===== config.mk =====
export PLATFORM = sky130hd
export DESIGN_NAME = fft_sample_loader_flat
export DESIGN_NICKNAME = d
export VERILOG_FILES = /design/src/rtl/fft_pkg.sv /design/src/rtl/fft_sample_loader_if.sv /design/src/rtl/bit_reverse.sv /design/src/rtl/fft_sample_loader.sv /design/src/flat_wrapper.sv
export SDC_FILE = /design/constraint.sdc
export NUM_CORES = 1
export LEC_CHECK = 0
export CORE_MARGIN = 2
export CORE_UTILIZATION = 44
export DETAILED_ROUTE_END_ITERATION = 7
export HOLD_SLACK_MARGIN = 0.02
export PLACE_DENSITY = 0.79
export SYNTH_ARGS = -nofsm -noshare
export SYNTH_HDL_FRONTEND = slang
export SYNTH_SLANG_ARGS = --single-unit

===== constraint.sdc =====
create_clock -name clk -period 1.9 [get_ports clk]
set_clock_uncertainty 0.1 [all_clocks]
set_input_delay 0.38 -clock clk [delete_from_list [all_inputs] [get_ports clk]]
set_output_delay 0.38 -clock clk [all_outputs]
set_load 0.02 [all_outputs]

===== src/rtl/fft_pkg.sv =====
// Shared types and constants for the FFT sample path: frame size, sample widths,
// loader state encoding and the {imag, real} RAM word packing helper.
package fft_pkg;

  localparam int unsigned FFT_N_LOG2 = 7;
  localparam int unsigned FFT_SMP_W  = 13;
  localparam int unsigned FFT_RAM_W  = 2 * FFT_SMP_W;

  typedef enum logic [0:0] {
    StFill,
    StWaitFft
  } ld_state_e;

  // Real part occupies the low half so a real-only word is just a zero-extended sample.
  function automatic logic [FFT_RAM_W-1:0] pack_ram_word(input logic [FFT_SMP_W-1:0] im,
                                                        input logic [FFT_SMP_W-1:0] re);
    return {im, re};
  endfunction

endpackage


===== src/rtl/fft_sample_loader_if.sv =====
// Codec-strobe, FFT-handshake and RAM write-port signals of the sample loader.
// master drives samples / fft_done; slave is the loader itself.
interface fft_sample_loader_if #(
    parameter int unsigned N_LOG2 = 7,
    parameter int unsigned DIN_W  = 16,
    parameter int unsigned SMP_W  = 13
);

  logic [DIN_W-1:0]   sample_in;
  logic               sample_valid;
  logic               fft_done;
  logic               ram_en;
  logic               ram_we;
  logic [N_LOG2-1:0]  ram_addr;
  logic [2*SMP_W-1:0] ram_din;
  logic               fft_start;
  logic               busy;
  logic [7:0]         dropped;

  modport master (
    output sample_in,
    output sample_valid,
    output fft_done,
    input  ram_en,
    input  ram_we,
    input  ram_addr,
    input  ram_din,
    input  fft_start,
    input  busy,
    input  dropped
  );

  modport slave (
    input  sample_in,
    input  sample_valid,
    input  fft_done,
    output ram_en,
    output ram_we,
    output ram_addr,
    output ram_din,
    output fft_start,
    output busy,
    output dropped
  );

endinterface


===== src/rtl/bit_reverse.sv =====
// Purely combinational bit-order reversal; shared by the FFT loader and unloader
// for address generation.
module bit_reverse #(
    parameter int unsigned Width = 7
) (
    input  logic [Width-1:0] in_i,
    output logic [Width-1:0] out_o
);

  for (genvar i = 0; i < Width; i++) begin : g_rev
    assign out_o[i] = in_i[Width-1-i];
  end

endmodule


===== src/rtl/fft_sample_loader.sv =====
// Collects one frame of audio samples into the FFT RAM as {0, truncated sample}, then
// pulses fft_start and drops samples until fft_done. Define FFT_LOADER_BITREV_EN for
// bit-reversed write addresses; otherwise addresses are in natural order.
module fft_sample_loader
  import fft_pkg::*;
#(
    parameter int unsigned N_LOG2 = FFT_N_LOG2,
    parameter int unsigned DIN_W  = 16,
    parameter int unsigned SMP_W  = FFT_SMP_W
) (
    input logic                clk,
    input logic                rst_n,
    fft_sample_loader_if.slave ld_if
);

  ld_state_e          state_q;
  logic [N_LOG2-1:0]  cnt_q;
  logic               ram_we_q;
  logic [N_LOG2-1:0]  ram_addr_q;
  logic [2*SMP_W-1:0] ram_din_q;
  logic               last_q;
  logic               fft_start_q;
  logic               busy_q;
  logic [7:0]         dropped_q;

  logic [N_LOG2-1:0]  rev_addr;
  logic [N_LOG2-1:0]  wr_addr;
  logic [SMP_W-1:0]   smp_trunc;

  bit_reverse #(
    .Width(N_LOG2)
  ) u_bit_reverse (
    .in_i (cnt_q),
    .out_o(rev_addr)
  );

`ifdef FFT_LOADER_BITREV_EN
  assign wr_addr = rev_addr;
`else
  logic unused_rev_addr;
  assign unused_rev_addr = ^rev_addr;
  assign wr_addr         = cnt_q;
`endif

  // Plain truncation: the dropped LSBs are intentionally discarded, no rounding.
  assign smp_trunc = ld_if.sample_in[DIN_W-1 -: SMP_W];

  logic unused_lsbs;
  assign unused_lsbs = ^ld_if.sample_in[DIN_W-SMP_W-1:0];

  always_ff @(posedge clk or negedge rst_n) begin
    if (!rst_n) begin
      state_q     <= StFill;
      cnt_q       <= '0;
      ram_we_q    <= 1'b0;
      ram_addr_q  <= '0;
      ram_din_q   <= '0;
      last_q      <= 1'b0;
      fft_start_q <= 1'b0;
      busy_q      <= 1'b0;
      dropped_q   <= '0;
    end else begin
      ram_we_q <= 1'b0;
      last_q   <= 1'b0;
      // fft_start trails the final write by one cycle so the RAM holds it before the FFT reads.
      fft_start_q <= last_q;

      unique case (state_q)
        StFill: begin
          if (ld_if.sample_valid) begin
            ram_we_q   <= 1'b1;
            ram_addr_q <= wr_addr;
            ram_din_q  <= {{SMP_W{1'b0}}, smp_trunc};
            cnt_q      <= cnt_q + 1'b1;
            if (cnt_q == '1) begin
              state_q <= StWaitFft;
              busy_q  <= 1'b1;
              last_q  <= 1'b1;
            end
          end
        end
        StWaitFft: begin
          if (ld_if.sample_valid && (dropped_q != 8'hFF)) begin
            dropped_q <= dropped_q + 8'd1;
          end
          if (ld_if.fft_done) begin
            state_q <= StFill;
            busy_q  <= 1'b0;
          end
        end
        default: state_q <= StFill;
      endcase
    end
  end

  assign ld_if.ram_en    = ram_we_q;
  assign ld_if.ram_we    = ram_we_q;
  assign ld_if.ram_addr  = ram_addr_q;
  assign ld_if.ram_din   = ram_din_q;
  assign ld_if.fft_start = fft_start_q;
  assign ld_if.busy      = busy_q;
  assign ld_if.dropped   = dropped_q;

endmodule


===== src/flat_wrapper.sv =====
// flat-port wrapper written by rule: the top's interface ports become plain ports
module fft_sample_loader_flat import fft_pkg::*;
#(
    parameter int unsigned N_LOG2 = FFT_N_LOG2,
    parameter int unsigned DIN_W  = 16,
    parameter int unsigned SMP_W  = FFT_SMP_W
)
  (clk, rst_n, ld_if_sample_in, ld_if_sample_valid, ld_if_fft_done, ld_if_ram_en, ld_if_ram_we, ld_if_ram_addr, ld_if_ram_din, ld_if_fft_start, ld_if_busy, ld_if_dropped);
  fft_sample_loader_if #(.N_LOG2(N_LOG2), .DIN_W(DIN_W), .SMP_W(SMP_W)) ld_if_i ();
  input logic clk;
  input logic rst_n;
  input wire logic [$bits(ld_if_i.sample_in)-1:0] ld_if_sample_in;
  input wire logic [$bits(ld_if_i.sample_valid)-1:0] ld_if_sample_valid;
  input wire logic [$bits(ld_if_i.fft_done)-1:0] ld_if_fft_done;
  output wire logic [$bits(ld_if_i.ram_en)-1:0] ld_if_ram_en;
  output wire logic [$bits(ld_if_i.ram_we)-1:0] ld_if_ram_we;
  output wire logic [$bits(ld_if_i.ram_addr)-1:0] ld_if_ram_addr;
  output wire logic [$bits(ld_if_i.ram_din)-1:0] ld_if_ram_din;
  output wire logic [$bits(ld_if_i.fft_start)-1:0] ld_if_fft_start;
  output wire logic [$bits(ld_if_i.busy)-1:0] ld_if_busy;
  output wire logic [$bits(ld_if_i.dropped)-1:0] ld_if_dropped;
  assign ld_if_i.sample_in = ld_if_sample_in;
  assign ld_if_i.sample_valid = ld_if_sample_valid;
  assign ld_if_i.fft_done = ld_if_fft_done;
  assign ld_if_ram_en = ld_if_i.ram_en;
  assign ld_if_ram_we = ld_if_i.ram_we;
  assign ld_if_ram_addr = ld_if_i.ram_addr;
  assign ld_if_ram_din = ld_if_i.ram_din;
  assign ld_if_fft_start = ld_if_i.fft_start;
  assign ld_if_busy = ld_if_i.busy;
  assign ld_if_dropped = ld_if_i.dropped;
  fft_sample_loader #(.N_LOG2(N_LOG2), .DIN_W(DIN_W), .SMP_W(SMP_W)) u_core (.clk(clk), .rst_n(rst_n), .ld_if(ld_if_i));
endmodule

==> results of run 1 <==
==> through the flow <==
step	setup TNS (ns)	util [%]	power [uW]	cell area (um2)	setup WS (ns)
after global placement	-0.233	57.0	1900	2260	-0.0178
after global routing	0	60.2	2740	2390	0.0142
final	0	60.2	2580	2390	0.0685
after detailed placement	-0.464	57.0	1940	2260	-0.0401
after CTS	0	60.0	2610	2380	0.0162
after floorplan	0	-	1620	1850	0.212
==> registers in the layout (all words and copies together), names as in the netlist <==
register and count:
u_core.ld_if.ram_din 13, u_core.ld_if.dropped 8, u_core.cnt_q 7, u_core.ld_if.ram_addr 7, u_core.last_q 1, u_core.ld_if.busy 1, u_core.ld_if.fft_start 1, u_core.ld_if.ram_en 1
u_core.state_q 1
==> power breakdown <==
group,leakage [uW],switching (uW),internal (uW)
clock network,0.0000541,285,389
logic,0.000587,349,396
registers,0.000494,138,1030
==> final cells by class <==
type / instances / area (um2) / area share [%]
Sequential cell: 40 / 1000 / 41.9
Multi-Input combinational cell: 83 / 678 / 28.4
Timing Repair Buffer: 52 / 527 / 22.0
Clock buffer: 5 / 68.8 / 2.88
Tap cell: 50 / 62.6 / 2.62
Clock inverter: 3 / 42.5 / 1.78
Inverter: 3 / 11.3 / 0.471
==> logic make-up (layout without fill, tap and decap cells) <==
group,after synthesis,in the layout,synth area share [%]
mux,25,25,16.8
simple gates,28,28,9.86
buf+inv,20,63,9.31
other cells,1,13,0.208
compound gates,6,6,2.50
xor+xnor,9,9,4.37
flops,40,40,55.6
fa+ha+maj,2,2,1.39
==> cells in the final DEF, fill, tap and decap left out, types with 2 or more instances in the layout <==
| cell | n |
|---|---|
| buf_4 | 2 |
| clkbuf_8 | 5 |
| clkdlybuf4s50_1 | 43 |
| conb_1 | 13 |
| dfrtp_1 | 40 |
| dlymetal6s2s_1 | 3 |
| ha_1 | 2 |
| inv_1 | 3 |
| mux2_2 | 17 |
| mux2_4 | 6 |
| nand2_1 | 9 |
| nand3_1 | 4 |
| nand4_1 | 2 |
| nor2_1 | 4 |
| nor3_1 | 2 |
| o211ai_1 | 2 |
| xnor2_1 | 5 |
| xor2_1 | 4 |
==> worst max-delay path by stage <==
stage	from	endpoint	slack [ns]	cells past startpoint
3_5_place_dp	ld_if_sample_valid	u_core.ld_if.ram_din[5]	-0.04	4
6_report	u_core.ld_if.dropped[3]	ld_if_dropped[3]	0.07	1
4_1_cts	u_core.ld_if.dropped[6]	ld_if_dropped[6]	0.02	1
3_3_place_gp	ld_if_sample_valid	u_core.ld_if.ram_din[6]	-0.02	4
2_1_floorplan	u_core.ld_if.dropped[0]	u_core.ld_if.dropped[1]	0.21	4
5_1_grt	u_core.ld_if.dropped[3]	ld_if_dropped[3]	0.01	1
==> metal layers <==
| layer | vias up | track usage [%] | share of wire (%) |
|---|---|---|---|
| li1 | 530 | - | - |
| met1 | 560 | 17.3 | 40 |
| met2 | 42 | 27.8 | 53 |
| met3 | 2 | 5.43 | 6.6 |
| met4 | 0 | 4.50 | 0.36 |
| met5 | - | 0 | 0 |
==> repair_timing <==
| action | CTS | global route |
|---|---|---|
| endpoints found under the hold margin | 19 | 0 |
| gates cloned | 0 | 0 |
| endpoints found under the setup margin | 1 | 3 |
| hold buffers | 1 | 0 |
| gates resized for setup | 1 | 3 |
==> impl_metrics.tcl, run 1 <==
set metrics [dict create \
    synth_most_common_cell "dfrtp_1" \
    diodes 0 \
    synthToLayoutAreaGrowth_pct 32.7 \
    rrSetupSlack_ns 0.19 \
    clk_pin_slew_ns 0.08 \
    routedWlPerCell_um 14.1 \
    grt_pass1_wl_um 5220 \
    synth_area_um2 1800 \
    drt_first_pass_iters 4 \
    hold_path.startpoint "u_core.last_q" \
    insertion_delay_ns 0.28 \
    yosys.area.top_type "dfrtp_1" \
    fin_crit_sh_pct 96.4 \
    r2r-start "u_core.ld_if.dropped[0]" \
    cts_setup_buffers 0 \
    dieArea_um2 4620 \
    wl_um 3340 \
    crit_path_start_kind "flop" \
    power.leakage_uw 0.00114 \
    cts-root-buf "clkbuf_8" \
    path_class "reg2out" \
    drc 0 \
    drt-initial-drc-count 56 \
    finalHoldViolations 0 \
    grt_max_degree 25 \
    grtUsageTotal_pct 15.5 \
    drive_above_1_share_pct 22.0 \
    grt_overflow_total 0 \
    critical-path-max-stage-delay_ns 0.64 \
    required_ns 1.42 \
    cts_tree "built" \
    outcome "complete, no violations" \
    synth-edff-count 0 \
    vias 1134 \
    row_count 23 \
    io_pins 65 \
    ys_ff_latch 40 \
    synthTopCellsByArea "dfrtp_1, mux2_2, buf_4" \
    cp_slowest_cell "clkdlybuf4s50_1" \
    h-tree-depth 2 \
    critPathCaptureType "primary output" \
    syn-instance-count 131 \
    place_inst 227 \
    gp_congestion 0.742 \
    slew_violations 0 \
    initial_core_util_pct 45.4 \
    grt_pass1_vias 1154 \
    peakVddDrop_mv 0.552 \
    hold_class "reg2reg" \
    rsz0062_at_grt "no" \
    placement.io_buffers 48 \
    synth_top_area_share_pct 55.6 \
    setup_viol 0 \
    coreArea_um2 3970 \
    cellPowerDensity_nw_per_um2 1080 \
    hold_path_depth 0 \
    rr_endpoint "u_core.ld_if.dropped[1]" \
    dpl.hpwl_um 2470 \
    vias_per_cell 4.81 \
    fillers 309 \
    post-route-min-period_ns 1.83 \
    synth_ff_type "dfrtp_1" \
    max_clock_freq_mhz 546 \
    yosysSeqAreaShare_pct 55.6 \
    die_h_um 68.0 \
    synth_common_cells "dfrtp_1, mux2_2, buf_4" \
    final_nets 207 \
    ys_types 30 \
    worstPathArrival_ns 1.35 \
    cts.sinks 40 \
    syn_avg_cell_area_um2 13.8 \
    ant_nets 0 \
    holdWs_ns 0.255 \
    cp_max_fo 5 \
    async_flop_share_pct 100 \
    grt_antenna_before_repair 0 \
    crit_chain "clkdlybuf4s50_1" \
    cts_inserted_buffers 5 \
    r2r_cells 4 \
    final_cell_count_no_fill 236 \
    dieWidth_um 68.0 \
    cp_top_family "buffers and inverters" \
    yosys_warnings 0 \
    clock_path_buffers 2 \
    worst-path-buf-inv 1 \
    drv_cap 0 \
    min_to "u_core.ld_if.fft_start" \
]
Note: power is estimated with default switching activity, not from simulation.
==> run 2, diff against run 1 <==
Settings changed: CAP_MARGIN set to 15, CORE_UTILIZATION 44 to 48, PLACE_DENSITY 0.79 to 0.85, SETUP_SLACK_MARGIN set to 0.1.
Clock period 1.9 ns to 2.4 ns, I/O delays scaled along.
==> run 2 against run 1 <==
Compared with the run above: sequential cell count is the same; global-route usage grew 0.62 points; register-to-register slack gained 0.53 ns; combinational power shrank 22%; first-iteration DRC count shrank 57%; wire length shrank 8.8%; worst setup slack gained 0.33 ns; die area shrank 7.9%; power shrank 24%; clock power shrank 32%; hold slack lost 0.073 ns; cell area shrank 2.2%; largest cell class unchanged.
==> impl_metrics.tcl, run 2 (synthesized netlist as in run 1, its figures left out) <==
set metrics [dict create \
    final_common_cell "clkdlybuf4s50_1" \
    wl_met2_um 1570 \
    max_clock_freq_mhz 498 \
    grt_max_degree 41 \
    setup_viol 0 \
    drive_above_1_share_pct 21.3 \
    grt_overflow_total 0 \
    cts_resized 0 \
    dieArea_um2 4260 \
    final_cell_count_no_fill 231 \
    cts.sinks 40 \
    top_layer_used "met4" \
    worst-path-buf-inv 1 \
    slew_violations 0 \
    drt_first_pass_iters 4 \
    cp_slowest_cell "clkdlybuf4s50_1" \
    path_class "reg2out" \
    outcome "complete, no violations" \
    drc 0 \
    crit_chain "clkdlybuf4s50_1" \
    switching_share_pct 30.9 \
    finalHoldViolations 0 \
    fin_crit_sh_pct 83.6 \
    post_dp_cell_area_um2 2250 \
    p_seq_share_pct 47.0 \
    cellPowerDensity_nw_per_um2 836 \
    ctsHoldBuffers 0 \
    grtUsageTotal_pct 16.1 \
    rsz0062_at_grt "no" \
    tightest_slew_ns 0.838 \
    cts-root-buf "clkbuf_8" \
    cts_setup_buffers 0 \
    clk_pin_slew_ns 0.08 \
    r2r_cells 4 \
    cts_tree "built" \
    intPower_uw 1350 \
    critPathCaptureType "primary output" \
    final_cell_mix "clkdlybuf4s50_1, dfrtp_1, mux2_2" \
    grt_pass1_wl_um 5090 \
    final_nets 204 \
    cts_inserted_buffers 5 \
    drv_cap 0 \
    crit_path_start_kind "flop" \
    initial_core_util_pct 49.6 \
    power.leakage_uw 0.00106 \
    largest_reg_flops 13 \
    coreArea_um2 3630 \
    place_inst 223 \
    die_h_um 65.3 \
    totalNegativeSetupSlack_ns 0 \
    rrSetupSlack_ns 0.72 \
    required_ns 1.82 \
    vias_per_cell 4.80 \
    post-route-min-period_ns 2.01 \
    slew_headroom_pct 44.1 \
    grt_antenna_before_repair 0 \
    clkPwrFrac_pct 23.3 \
    diodes 0 \
    r2r-start "u_core.ld_if.dropped[0]" \
    routedWlPerCell_um 13.2 \
    final_util_pct 64.4 \
    synthToLayoutAreaGrowth_pct 29.8 \
    placement.io_buffers 48 \
    h-tree-depth 2 \
    met1_length_um 1240 \
    worstPathArrival_ns 1.43 \
    cp_top_family "buffers and inverters" \
    io_pins 65 \
    drt-initial-drc-count 24 \
    vias 1109 \
    p_comb_share_pct 29.8 \
    dpl.hpwl_um 2250 \
    grt_pass1_vias 1132 \
    p_sw_uw 605 \
    peakVddDrop_mv 0.448 \
    critical-path-max-stage-delay_ns 0.65 \
    postLayoutCellArea_um2 2340 \
    wl_um 3050 \
    cp_max_fo 7 \
    clock_path_buffers 2 \
    row_count 22 \
    rr_endpoint "u_core.ld_if.dropped[1]" \
    hold_class "in2async" \
    ant_nets 0 \
    gp_congestion 0.702 \
    dieWidth_um 65.3 \
    insertion_delay_ns 0.29 \
    wl_met3_um 178 \
]
## run 2: cell count changes in the layout (fill, tap and decap cells not counted)
| cell | delta |
|---|---|
| clkdlybuf4s50_1 | +4 |
| dlymetal6s2s_1 | -3 |
| buf_4 | -2 |
| bufinv_16 | -1 |
| clkbuf_8 | +1 |
| clkinv_2 | +1 |
| clkinvlp_4 | -1 |
| dlygate4sd2_1 | -1 |
| dlygate4sd3_1 | -1 |
## run 2: layout make-up
type,count,area (um2)
clock inverter,2,10.0
clock buffer,6,82.6
inverter,3,11.3
multi-input combinational,83,678
tap,48,60.1
fill,286,1290
sequential,40,1000
timing repair buffer,49,495
## run 2: metal layers
metal | up-vias | track usage [%]
li1 | 523 | -
met1 | 540 | 17.7
met2 | 41 | 28.3
met3 | 5 | 4.79
met4 | 0 | 7.81
met5 | - | 0
## run 2: worst reg2reg max path: stages, from the launching register on
cell	delay (ns)
dfrtp_1	0.41
ha_1	0.21
nand4_1	0.19
o211ai_1	0.31
mux2_1	0.35
## run 2: power by group through the flow
stage	logic (uW)	registers, uW	clock network (uW)
after CTS	590	920	464
after global placement	572	925	0
after floorplan	260	1020	0
after global routing	624	941	508
after detailed placement	588	932	0
final	582	918	455
## run 2: how the worst max path moves through the flow
stage	cells after the start	end	slack (ns)	from
2_1_floorplan	4	u_core.ld_if.dropped[1]	0.71	u_core.ld_if.dropped[0]
3_3_place_gp	4	u_core.ld_if.ram_din[9]	0.30	ld_if_sample_valid
3_5_place_dp	4	u_core.ld_if.ram_din[3]	0.27	ld_if_sample_valid
4_1_cts	1	ld_if_dropped[5]	0.38	u_core.ld_if.dropped[5]
5_1_grt	1	ld_if_dropped[6]	0.33	u_core.ld_if.dropped[6]
6_report	1	ld_if_dropped[5]	0.39	u_core.ld_if.dropped[5]
## run 2: per-stage QoR
stage                     hold WS [ns]  setup WS (ns)  total power (uW)
after floorplan                 0.0844          0.712              1280
after global placement           0.238          0.301              1500
after detailed placement         0.235          0.275              1520
after CTS                        0.212          0.382              1970
after global routing             0.254          0.329              2070
final                            0.182          0.394              1960
